[src/rtl/text_pkg.sv]
// Shared definitions for the text-mode fetch / dot-shifter stage:
// screen-word layout, char_ram latency and the screen-word unpack helper.
package text_pkg;

    localparam int CODE_LSB     = 0;
    localparam int CODE_W       = 9;
    localparam int COLOUR_W     = 8;
    localparam int FG_LSB       = CODE_LSB + CODE_W;
    localparam int BG_LSB       = FG_LSB + COLOUR_W;
    localparam int SCR_W        = BG_LSB + COLOUR_W;
    localparam int CHAR_RAM_LAT = 3;

    typedef struct packed {
        logic [COLOUR_W-1:0] bg;
        logic [COLOUR_W-1:0] fg;
        logic [CODE_W-1:0]   code;
    } scr_word_t;

    function automatic scr_word_t unpack_scr(input logic [SCR_W-1:0] w);
        scr_word_t s;
        s.code = w[CODE_LSB +: CODE_W];
        s.fg   = w[FG_LSB +: COLOUR_W];
        s.bg   = w[BG_LSB +: COLOUR_W];
        return s;
    endfunction

endpackage

[src/rtl/text_attr_delay.sv]
// Fixed-depth register delay line; keeps attributes and fetch flags in step
// with the external RAM latencies.
module text_attr_delay #(
    parameter int WIDTH = 1,
    parameter int DEPTH = 1
) (
    input  logic             clk_i,
    input  logic             rst_ni,
    input  logic [WIDTH-1:0] din,
    output logic [WIDTH-1:0] dout
);

    logic [WIDTH-1:0] pipe_r [DEPTH];

    // Shift register stages, cleared on reset
    always_ff @(posedge clk_i or negedge rst_ni) begin
        if (!rst_ni) begin
            for (int i = 0; i < DEPTH; i++) pipe_r[i] <= '0;
        end else begin
            pipe_r[0] <= din;
            for (int i = 1; i < DEPTH; i++) pipe_r[i] <= pipe_r[i-1];
        end
    end

    assign dout = pipe_r[DEPTH-1];

endmodule

[src/rtl/text_dot_gen.sv]
// Text-mode fetch and dot shifter: addresses screen RAM, drives char_ram,
// aligns the returned glyph row with its attributes and shifts out colour indices.
module text_dot_gen
    import text_pkg::*;
#(
    parameter int CHAR_W       = 9,
    parameter int SCR_LAT      = 1,
    parameter int BLINK_FRAMES = 16
) (
    input  logic              clk_i,
    input  logic              rst_ni,
    input  logic              sof_i,
    input  logic              sol_i,
    input  logic              de_i,
    input  logic [7:0]        cols_i,
    input  logic [3:0]        max_scanline_i,
    input  logic [15:0]       cursor_pos_i,
    input  logic              cursor_en_i,
    output logic [15:0]       scr_adr_o,
    input  logic [SCR_W-1:0]  scr_dat_i,
    output logic              char_ce_o,
    output logic [8:0]        char_code_o,
    output logic [3:0]        scanline_o,
    output logic [3:0]        maxscanline_o,
    input  logic [CHAR_W-1:0] bmp_i,
    output logic [7:0]        pix_o,
    output logic              pix_de_o
);

    localparam int PIX_CNT_W = $clog2(CHAR_W);
    localparam int BLINK_BIT = $clog2(BLINK_FRAMES);
    localparam int ATTR_W    = 3 + 2 * COLOUR_W;
    localparam logic [PIX_CNT_W-1:0] PIX_LAST  = PIX_CNT_W'(CHAR_W - 1);
    localparam logic [PIX_CNT_W-1:0] PIX_ONE   = PIX_CNT_W'(1);
    localparam logic [BLINK_BIT:0]   BLINK_ONE = (BLINK_BIT + 1)'(1);

    logic                 synced_r, de_d_r;
    logic [15:0]          row_base_r;
    logic [7:0]           col_r;
    logic [3:0]           scanline_r;
    logic [PIX_CNT_W-1:0] pix_cnt_r;
    logic [BLINK_BIT:0]   blink_cnt_r;
    logic [CHAR_W-1:0]    shifter_r, stage_bits_r;
    logic [7:0]           cur_fg_r, cur_bg_r, stage_fg_r, stage_bg_r;

    logic        synced_s, de_fall_s, dot_slot_s, fetch_s, blank_s, hit_s;
    logic [7:0]  col_eff_s;
    logic [15:0] base_s, fetch_adr_s;
    logic [3:0]  scan_eff_s;
    logic        f_valid_s, f_blank_s, f_hit_s;
    logic        a_valid_s, a_blank_s, a_hit_s;
    logic [7:0]  a_fg_s, a_bg_s;
    logic [ATTR_W-1:0] a_din_s;
    scr_word_t   scr_word_s;

    // Fetch decision; a coincident sof_i already counts as row 0, scanline 0
    always_comb begin
        synced_s    = synced_r | sof_i;
        de_fall_s   = de_d_r & ~de_i;
        dot_slot_s  = de_i & (pix_cnt_r == '0);
        fetch_s     = synced_s & (sol_i | dot_slot_s);
        col_eff_s   = sol_i ? 8'h00 : col_r;
        base_s      = sof_i ? 16'h0000 : row_base_r;
        scan_eff_s  = sof_i ? 4'h0 : scanline_r;
        fetch_adr_s = base_s + {8'h00, col_eff_s};
        blank_s     = (col_eff_s == cols_i);
        hit_s       = cursor_en_i & blink_cnt_r[BLINK_BIT] & ~blank_s &
                      (fetch_adr_s == cursor_pos_i) &
                      (({1'b0, scan_eff_s} + 5'd2) >= {1'b0, max_scanline_i});
    end

    text_attr_delay #(.WIDTH(3), .DEPTH(SCR_LAT)) u_fetch_dly (
        .clk_i (clk_i),
        .rst_ni(rst_ni),
        .din   ({fetch_s, blank_s, hit_s}),
        .dout  ({f_valid_s, f_blank_s, f_hit_s})
    );

    // Attributes enter the delay line together with the char_ram request
    always_comb begin
        scr_word_s = unpack_scr(scr_dat_i);
        a_din_s    = {f_valid_s, f_blank_s, f_hit_s,
                      f_blank_s ? 8'h00 : scr_word_s.bg,
                      f_blank_s ? 8'h00 : scr_word_s.fg};
    end

    text_attr_delay #(.WIDTH(ATTR_W), .DEPTH(CHAR_RAM_LAT)) u_attr_dly (
        .clk_i (clk_i),
        .rst_ni(rst_ni),
        .din   (a_din_s),
        .dout  ({a_valid_s, a_blank_s, a_hit_s, a_bg_s, a_fg_s})
    );

    // Frame/line counters, sync flag and blink counter
    always_ff @(posedge clk_i or negedge rst_ni) begin
        if (!rst_ni) begin
            synced_r    <= 1'b0;
            de_d_r      <= 1'b0;
            row_base_r  <= 16'h0000;
            scanline_r  <= 4'h0;
            blink_cnt_r <= '0;
        end else begin
            synced_r <= synced_s;
            de_d_r   <= de_i;
            if (sof_i) begin
                row_base_r  <= 16'h0000;
                scanline_r  <= 4'h0;
                blink_cnt_r <= blink_cnt_r + BLINK_ONE;
            end else if (de_fall_s) begin
                if (({1'b0, scanline_r} + 5'd1) >= {1'b0, max_scanline_i}) begin
                    scanline_r <= 4'h0;
                    row_base_r <= row_base_r + {8'h00, cols_i};
                end else begin
                    scanline_r <= scanline_r + 4'd1;
                end
            end
        end
    end

    // Screen address, column counter and char_ram drive
    always_ff @(posedge clk_i or negedge rst_ni) begin
        if (!rst_ni) begin
            scr_adr_o     <= 16'h0000;
            col_r         <= 8'h00;
            char_ce_o     <= 1'b0;
            char_code_o   <= 9'h000;
            scanline_o    <= 4'h0;
            maxscanline_o <= 4'h0;
        end else begin
            if (fetch_s & ~blank_s) begin
                scr_adr_o <= fetch_adr_s;
                col_r     <= col_eff_s + 8'd1;
            end else if (sol_i) begin
                col_r <= 8'h00;
            end
            char_ce_o <= f_valid_s & ~f_blank_s;
            if (f_valid_s & ~f_blank_s) char_code_o <= scr_word_s.code;
            if (sol_i) scanline_o <= scan_eff_s;
            maxscanline_o <= max_scanline_i;
        end
    end

    // Staging register: glyph row plus its attributes, blanked or cursor-filled
    always_ff @(posedge clk_i or negedge rst_ni) begin
        if (!rst_ni) begin
            stage_bits_r <= '0;
            stage_fg_r   <= 8'h00;
            stage_bg_r   <= 8'h00;
        end else if (a_valid_s) begin
            stage_bits_r <= a_blank_s ? '0 : (a_hit_s ? '1 : bmp_i);
            stage_fg_r   <= a_fg_s;
            stage_bg_r   <= a_bg_s;
        end
    end

    // Dot shifter; the first dot of a glyph is taken straight from staging
    always_ff @(posedge clk_i or negedge rst_ni) begin
        if (!rst_ni) begin
            pix_cnt_r <= '0;
            shifter_r <= '0;
            cur_fg_r  <= 8'h00;
            cur_bg_r  <= 8'h00;
            pix_o     <= 8'h00;
        end else if (!de_i) begin
            pix_cnt_r <= '0;
            pix_o     <= 8'h00;
        end else begin
            pix_cnt_r <= (pix_cnt_r == PIX_LAST) ? '0 : pix_cnt_r + PIX_ONE;
            if (dot_slot_s) begin
                shifter_r <= {stage_bits_r[CHAR_W-2:0], 1'b0};
                cur_fg_r  <= stage_fg_r;
                cur_bg_r  <= stage_bg_r;
                pix_o     <= synced_r ? (stage_bits_r[CHAR_W-1] ? stage_fg_r : stage_bg_r) : 8'h00;
            end else begin
                shifter_r <= {shifter_r[CHAR_W-2:0], 1'b0};
                pix_o     <= synced_r ? (shifter_r[CHAR_W-1] ? cur_fg_r : cur_bg_r) : 8'h00;
            end
        end
    end

    assign pix_de_o = de_d_r;

endmodule

[config.mk]
export PLATFORM = sky130hd
export DESIGN_NAME = text_dot_gen
export DESIGN_NICKNAME = d
export VERILOG_FILES = /design/src/rtl/text_pkg.sv /design/src/rtl/text_attr_delay.sv /design/src/rtl/text_dot_gen.sv
export SDC_FILE = /design/constraint.sdc
export NUM_CORES = 1
export LEC_CHECK = 0
export ABC_AREA = 1
export CAP_MARGIN = 20
export CORE_MARGIN = 1
export CORE_UTILIZATION = 50
export CTS_CLUSTER_SIZE = 24
export DETAILED_ROUTE_END_ITERATION = 16
export PLACE_DENSITY_LB_ADDON = 0.2
export SLEW_MARGIN = 25
export SYNTH_ARGS = -nofsm -noshare
export SYNTH_HDL_FRONTEND = slang
export SYNTH_SLANG_ARGS = --single-unit
[constraint.sdc]
create_clock -name clk_i -period 2.53 [get_ports clk_i]
set_input_delay 0.506 -clock clk_i [delete_from_list [all_inputs] [get_ports clk_i]]
set_output_delay 0.506 -clock clk_i [all_outputs]
set_load 0.005 [all_outputs]
* Word level (Yosys, flattened, before mapping)
Cells that the tools add are included.
Cells by class: equality and inequality tests 3, add/subtract/negate cells 8, reduce and logical (&&, ||, !) cells 5, multiplexer cells 23, bitwise logic cells 14, order comparisons 2
Operator list (count):
- 8-bit 2-to-1 mux | 10
- 16-bit 2-to-1 mux | 4
- 16-bit by 8-bit adder with 16-bit output | 2
- 9-bit 2-to-1 mux | 3
- 4-bit 2-to-1 mux | 6
- 16-bit == test | 1
- 5-bit by 4-bit >= comparator with 1-bit output | 2
- 1-bit bitwise AND | 9
- 4-bit by 1-bit adder with 4-bit output (second input constant) | 2
- 8-bit by 1-bit adder with 8-bit output (second input constant) | 1
- 8-bit == test | 1
- 4-bit by 1-bit adder with 5-bit output (second input constant) | 1
- 4-bit by 2-bit adder with 5-bit output (second input constant) | 1
- 5-bit by 1-bit adder with 5-bit output (second input constant) | 1
- 4-bit == test (second input constant) | 1
- 4-bit logical NOT | 1
- 2-bit AND reduction | 2
- 2-bit nonzero test | 2
- 1-bit inverter | 3
- 1-bit bitwise OR | 2
Storage, ports and cells: flip-flop bits (word level) 191, word-level logic and storage cells 78, input port bits 68, output and inout port bits 43

* Depth between registers and ports, before layout
depth in word-level cells 6, mapped depth 23, depth with buffers taken out 21

* Modules after synthesis
Synthesis repeated with hierarchy kept, for this count alone.
Second synthesis, totals: cells, all modules 1101, area, all modules 9062.4 um^2
By module, submodules not included:
- text_dot_gen | instances 1, seq. area each 3253.1 um^2, cells each 1022, area each 7418.4 um^2
- text_attr_delay at u_attr_dly | instances 1, seq. area each 1426.4 um^2, cells each 76, area each 1569.0 um^2
- text_attr_delay at u_fetch_dly | instances 1, seq. area each 75.1 um^2, cells each 3, area each 75.1 um^2

* Least setup slack after synthesis
Ideal clock, no wire load.
kind input to register, start point in sof_i, end point reg u_fetch_dly.pipe_r, in the netlist u_fetch_dly.dout[0], setup slack -0.087 ns, library setup time 0.071 ns, data required time 2.459 ns, path buffers 3, arrival time 2.545 ns, stages 17, path through buf_2 > buf_6 > clkbuf_1 > nor2_1 > ha_1 > ha_1 > inv_1 > nand2_1 > nand2_1 > nand2_1 > nand2_1 > nand2_1 > nand2_1 > xnor3_1 > nor2_1 > nand3_1 > nor2_1
Between the ends: longest elaborated chain between the ends 5, elaborated cells between the ends (all ways) 8, classes of those cells add/sub: 2; order compare: 1; eq/ne: 1; mux: 2; bitwise: 2
RTL lines:
- from (decl) | line text_dot_gen.sv:12 | input logic sof_i,
- 16-bit 2-to-1 mux | line text_dot_gen.sv:63 | base_s = sof_i ? 16'h0000 : row_base_r;
- 16-bit by 8-bit adder with 16-bit output | line text_dot_gen.sv:65 | fetch_adr_s = base_s + {8'h00, col_eff_s};
- 16-bit == test | line text_dot_gen.sv:68 | (fetch_adr_s == cursor_pos_i) &
- 1-bit bitwise AND | line text_dot_gen.sv:67 | hit_s = cursor_en_i & blink_cnt_r[BLINK_BIT] & ~blank_s &
- 1-bit bitwise AND (*) | line text_dot_gen.sv:68
- via hit_s | line text_dot_gen.sv:46 | logic synced_s, de_fall_s, dot_slot_s, fetch_s, blank_s, hit_s;
- to (decl) | line text_attr_delay.sv:13 | logic [WIDTH-1:0] pipe_r [DEPTH];
The timed path passes the listed nets; every way through them passes the cells marked *. A chain may end at the register's enable or synchronous reset.

* Final worst setup path
start point reg scanline_r[0], end point reg row_base_r[13]
Between the ends: longest elaborated chain between the ends 4
RTL lines:
- from (decl) | line text_dot_gen.sv:40 | logic [3:0] scanline_r;
- from (signal assigned) | line text_dot_gen.sv:114 | scanline_r <= scanline_r + 4'd1;
- 4-bit by 1-bit adder with 5-bit output | line text_dot_gen.sv:110 | if (({1'b0, scanline_r} + 5'd1) >= {1'b0, max_scanline_i}) begin
- 5-bit by 4-bit >= comparator with 1-bit output | line text_dot_gen.sv:110
- 2-bit nonzero test (no source line)
- 2-bit AND reduction (no source line)
- to (signal assigned) | line text_dot_gen.sv:112 | row_base_r <= row_base_r + {8'h00, cols_i};
- to (decl) | line text_dot_gen.sv:38 | logic [15:0] row_base_r;
Every way passes these cells.

==> results.md <==
* Pwr dens at 733 mW/mm^2
* Fin nets at about 1400
* CTS sink cnt at 190
* Most common cell in the synthesized netlist: nand2_1
* Startpoint types: flip-flop
* Met2 global-route usage at 41.6%
* Layout cells sized above 1 at ~17%
* GRT Resource Usage Total at 24.7%
* Clock skew at around 0.011 ns
* Critical path data arrival time at roughly 2.8 ns
* RSZ-0062 raised after global routing: true
* Input/output buffers at 110
* Yosys reg bits at 190
* Diodes inserted at 0
* Initial Util at between 50% and 60%
* Endpoints failing hold at 0
* Die width at about 140 um
* CTS Hold Bufs at 0
* Grt ovf at 0
* Clock-pin slew on the worst setup and hold paths at 0.07 ns
* Max Transition Viols Final at 0
* Clk buf depth at 2
* GP Congestion at 0.936
* Antenna violations before repair at 0
* Syn_nets at 1170
* Post-synth EDFFs at 0
* Io pins at 111
* Yosys top cell by area: dfrtp_1
* Worst hold path type: primary input to asynchronous set/reset pin
* Vias per cell at 4.97
* Met3 global-route usage at 3.47%
* Die footprint at between 0.015 and 0.02 sq mm
* Outcome: finished, final reports clean
* Clock root cell: clkbuf_16
* Worst Tran Pin Value at 0.549 ns
* Routed vias at 7606
* Residual DRC count at 0
* Sequential cell area fraction in the yosys report at a little over half
* Fin crit period at ~2.4 ns
* Synth top area share at 53.0%
* Cell count after synthesis at between 1000 and 1500
* Syn Area/Cell at between 8 and 9 sq um
* Setup ws final at 0.0807 ns
* Fillers at 1410
* Final wirelength at 21.5 mm
* Average wire per standard cell at 14.1 um
* Max Cap Violations at 0
* Area contributors post-synth: dfrtp_1 53%, nand2_1 12%, inv_1 6.2%
* CP Data Required Time at 2.89 ns
* DRT iter0 DRCs at ~370
* Area delta synth->final at 33.8%
* Global route hottest layer: met2
* Core ar. at 0.0174 sq mm
* Main synth FF type: dfrtp_1
* Total CTS buffers at 17
* Synth Cell Area at 0.00896 sq mm
* Met1 Use GR at 31.9%
* Yosys warns at 0
* Dpl hpwl at 15.9 mm
* R2R depth at 17
* Asr flop ratio synth at 100%
* DRT Pass-1 Iters at 6
* Place WS at -0.472 ns
* Htree depth at 4
* Fmax at 408 MHz
* Skew-Pair Late Insertion Delay at 0.43 ns
* Pleak at 0.00598 uW
* Post-layout util at between 60% and 70%
* CTS tree: yes
* Post-synth top cells: 288 x nand2_1, 190 x dfrtp_1, 149 x inv_1
* Setup CP Type: flip-flop to flip-flop
* Cell variety after synth at 41
* Row count at 48
* First-pass GRT wire length at 35.1 mm
* CP max FO at 4
* # setup viols final at 0
* Rel. slew slack at 63.4%
* Maximum vdd drop at 0.561 mV
* Antenna Nets Post-Route at 0
* Largest net degree at the start of global routing at 55
* Worst setup EP type: flip-flop
* Final worst-path cycle share at around 97%
* Vias in the first global route at 7445
* Chip Height at between 100 and 150 um
## final cells by class
class                           count  area, sq um  area share, %
Sequential cell                   190         4760           39.7
Multi-Input combinational cell    699         3700           30.8
Timing Repair Buffer              229         2070           17.3
Inverter                          154          583           4.86
Clock buffer                       20          457           3.81
Tap cell                          225          282           2.35
Clock inverter                     12          143           1.19
## path summary, 6_finish.rpt
| check | startpoint | endpoint | slack [ns] |
|---|---|---|---|
| max in group asynchronous | rst_ni | scanline_r[0] | 1.75 |
| setup reg to reg | scanline_r[0] | row_base_r[13] | 0.08 |
| setup / recovery | scanline_r[0] | row_base_r[13] | 0.08 |
| hold / removal | rst_ni | cur_bg_r[4] | 0.04 |
| hold reg to reg | u_attr_dly.pipe_r[44] | u_attr_dly.pipe_r[25] | 0.34 |
| min in group clk_i | u_attr_dly.pipe_r[44] | u_attr_dly.pipe_r[25] | 0.34 |
## critical path, cell delays in order, from the launching register on
cell	delay [ns]
dfrtp_2	0.46
nand3_2	0.10
xor2_1	0.21
inv_1	0.10
ha_4	0.29
nand2_4	0.05
nor2_2	0.10
nand2_1	0.06
o2111ai_2	0.07
nor2_2	0.08
nor2_1	0.11
buf_4	0.17
inv_4	0.04
nor2_4	0.17
inv_2	0.09
o21ai_2	0.13
nand2_1	0.05
nor2_1	0.10
## cells by family (layout without fill, tap and decap cells)
group	count (synthesis)	after routing	synth area share (%)
buffers and inverters	185	415	8.22
adder cells (fa/ha/maj)	28	28	3.99
AND/OR/NAND/NOR	490	490	22.5
flip-flops	190	190	53.0
AO/OA/AOI/OAI	160	160	9.91
XOR/XNOR	21	21	2.36
## state kept, by name, indices dropped and copies added, names as in the netlist, 9 cells and up
register,flops
char_code_o,9
row_base_r,16
scr_adr_o,16
stage_bits_r,9
u_attr_dly.dout,19
u_attr_dly.pipe_r,38
## cell usage in the layout, fill, tap and decap left out, drive strengths merged
master and n:
nand2 295, o2111ai 2, a211oi 9, and3 1, buf 119, clkinv 7, xnor3 2, o211ai 1
fa 1, or2 2, nand3 47, o2bb2ai 1, a22o 1, xnor2 8, clkbuf 21, a21oi 40
nor3 8, a21boi 3, a31oi 3, o21ai 85, dlygate4sd2 1, xor2 11, inv 158, dlymetal6s2s 1
dfrtp 190, nand3b 5, o21a 2, bufinv 1, nor2 125, o22ai 13, ha 27, nand4 7
clkdlybuf4s50 107
## power by group
| part | internal, uW | total (uW) | switching, uW | leakage [uW] |
|---|---|---|---|---|
| Clock | 1460 | 2690 | 1230 | 0.000295 |
| Sequential | 3440 | 3710 | 277 | 0.00237 |
| Combinational | 1160 | 2380 | 1220 | 0.00332 |
| Total | 6050 | 8780 | 2730 | 0.00598 |
## what timing repair did
action,4_1_cts,5_1_grt
pin swaps,2,30
buffers inserted,1,3
gates resized for setup,7,66
setup endpoints to repair,10,17
## metal layers
layer  vias up  wire [um]
met4         0        674
li1       3812          -
met1      3602       9220
met2       155      10900
met3        37        664
met5         -          0
## through the flow
| step | instance area [sq um] | hold WS (ns) | setup TNS, ns | power [uW] | instances |
|---|---|---|---|---|---|
| after CTS | 11700 | 0.0470 | 0 | 8720 | 1527 |
| after detailed placement | 11100 | 0.335 | -9.52 | 6000 | 1494 |
| after global placement | 11100 | 0.332 | -8.13 | 5920 | 1494 |
| after floorplan | 8960 | 0.210 | 0 | 4870 | 1074 |
| final | 12000 | 0.0380 | 0 | 8780 | 1529 |
| after global routing | 12000 | 0.0652 | -1.37 | 9320 | 1529 |
(Power assumes the default switching activity.)
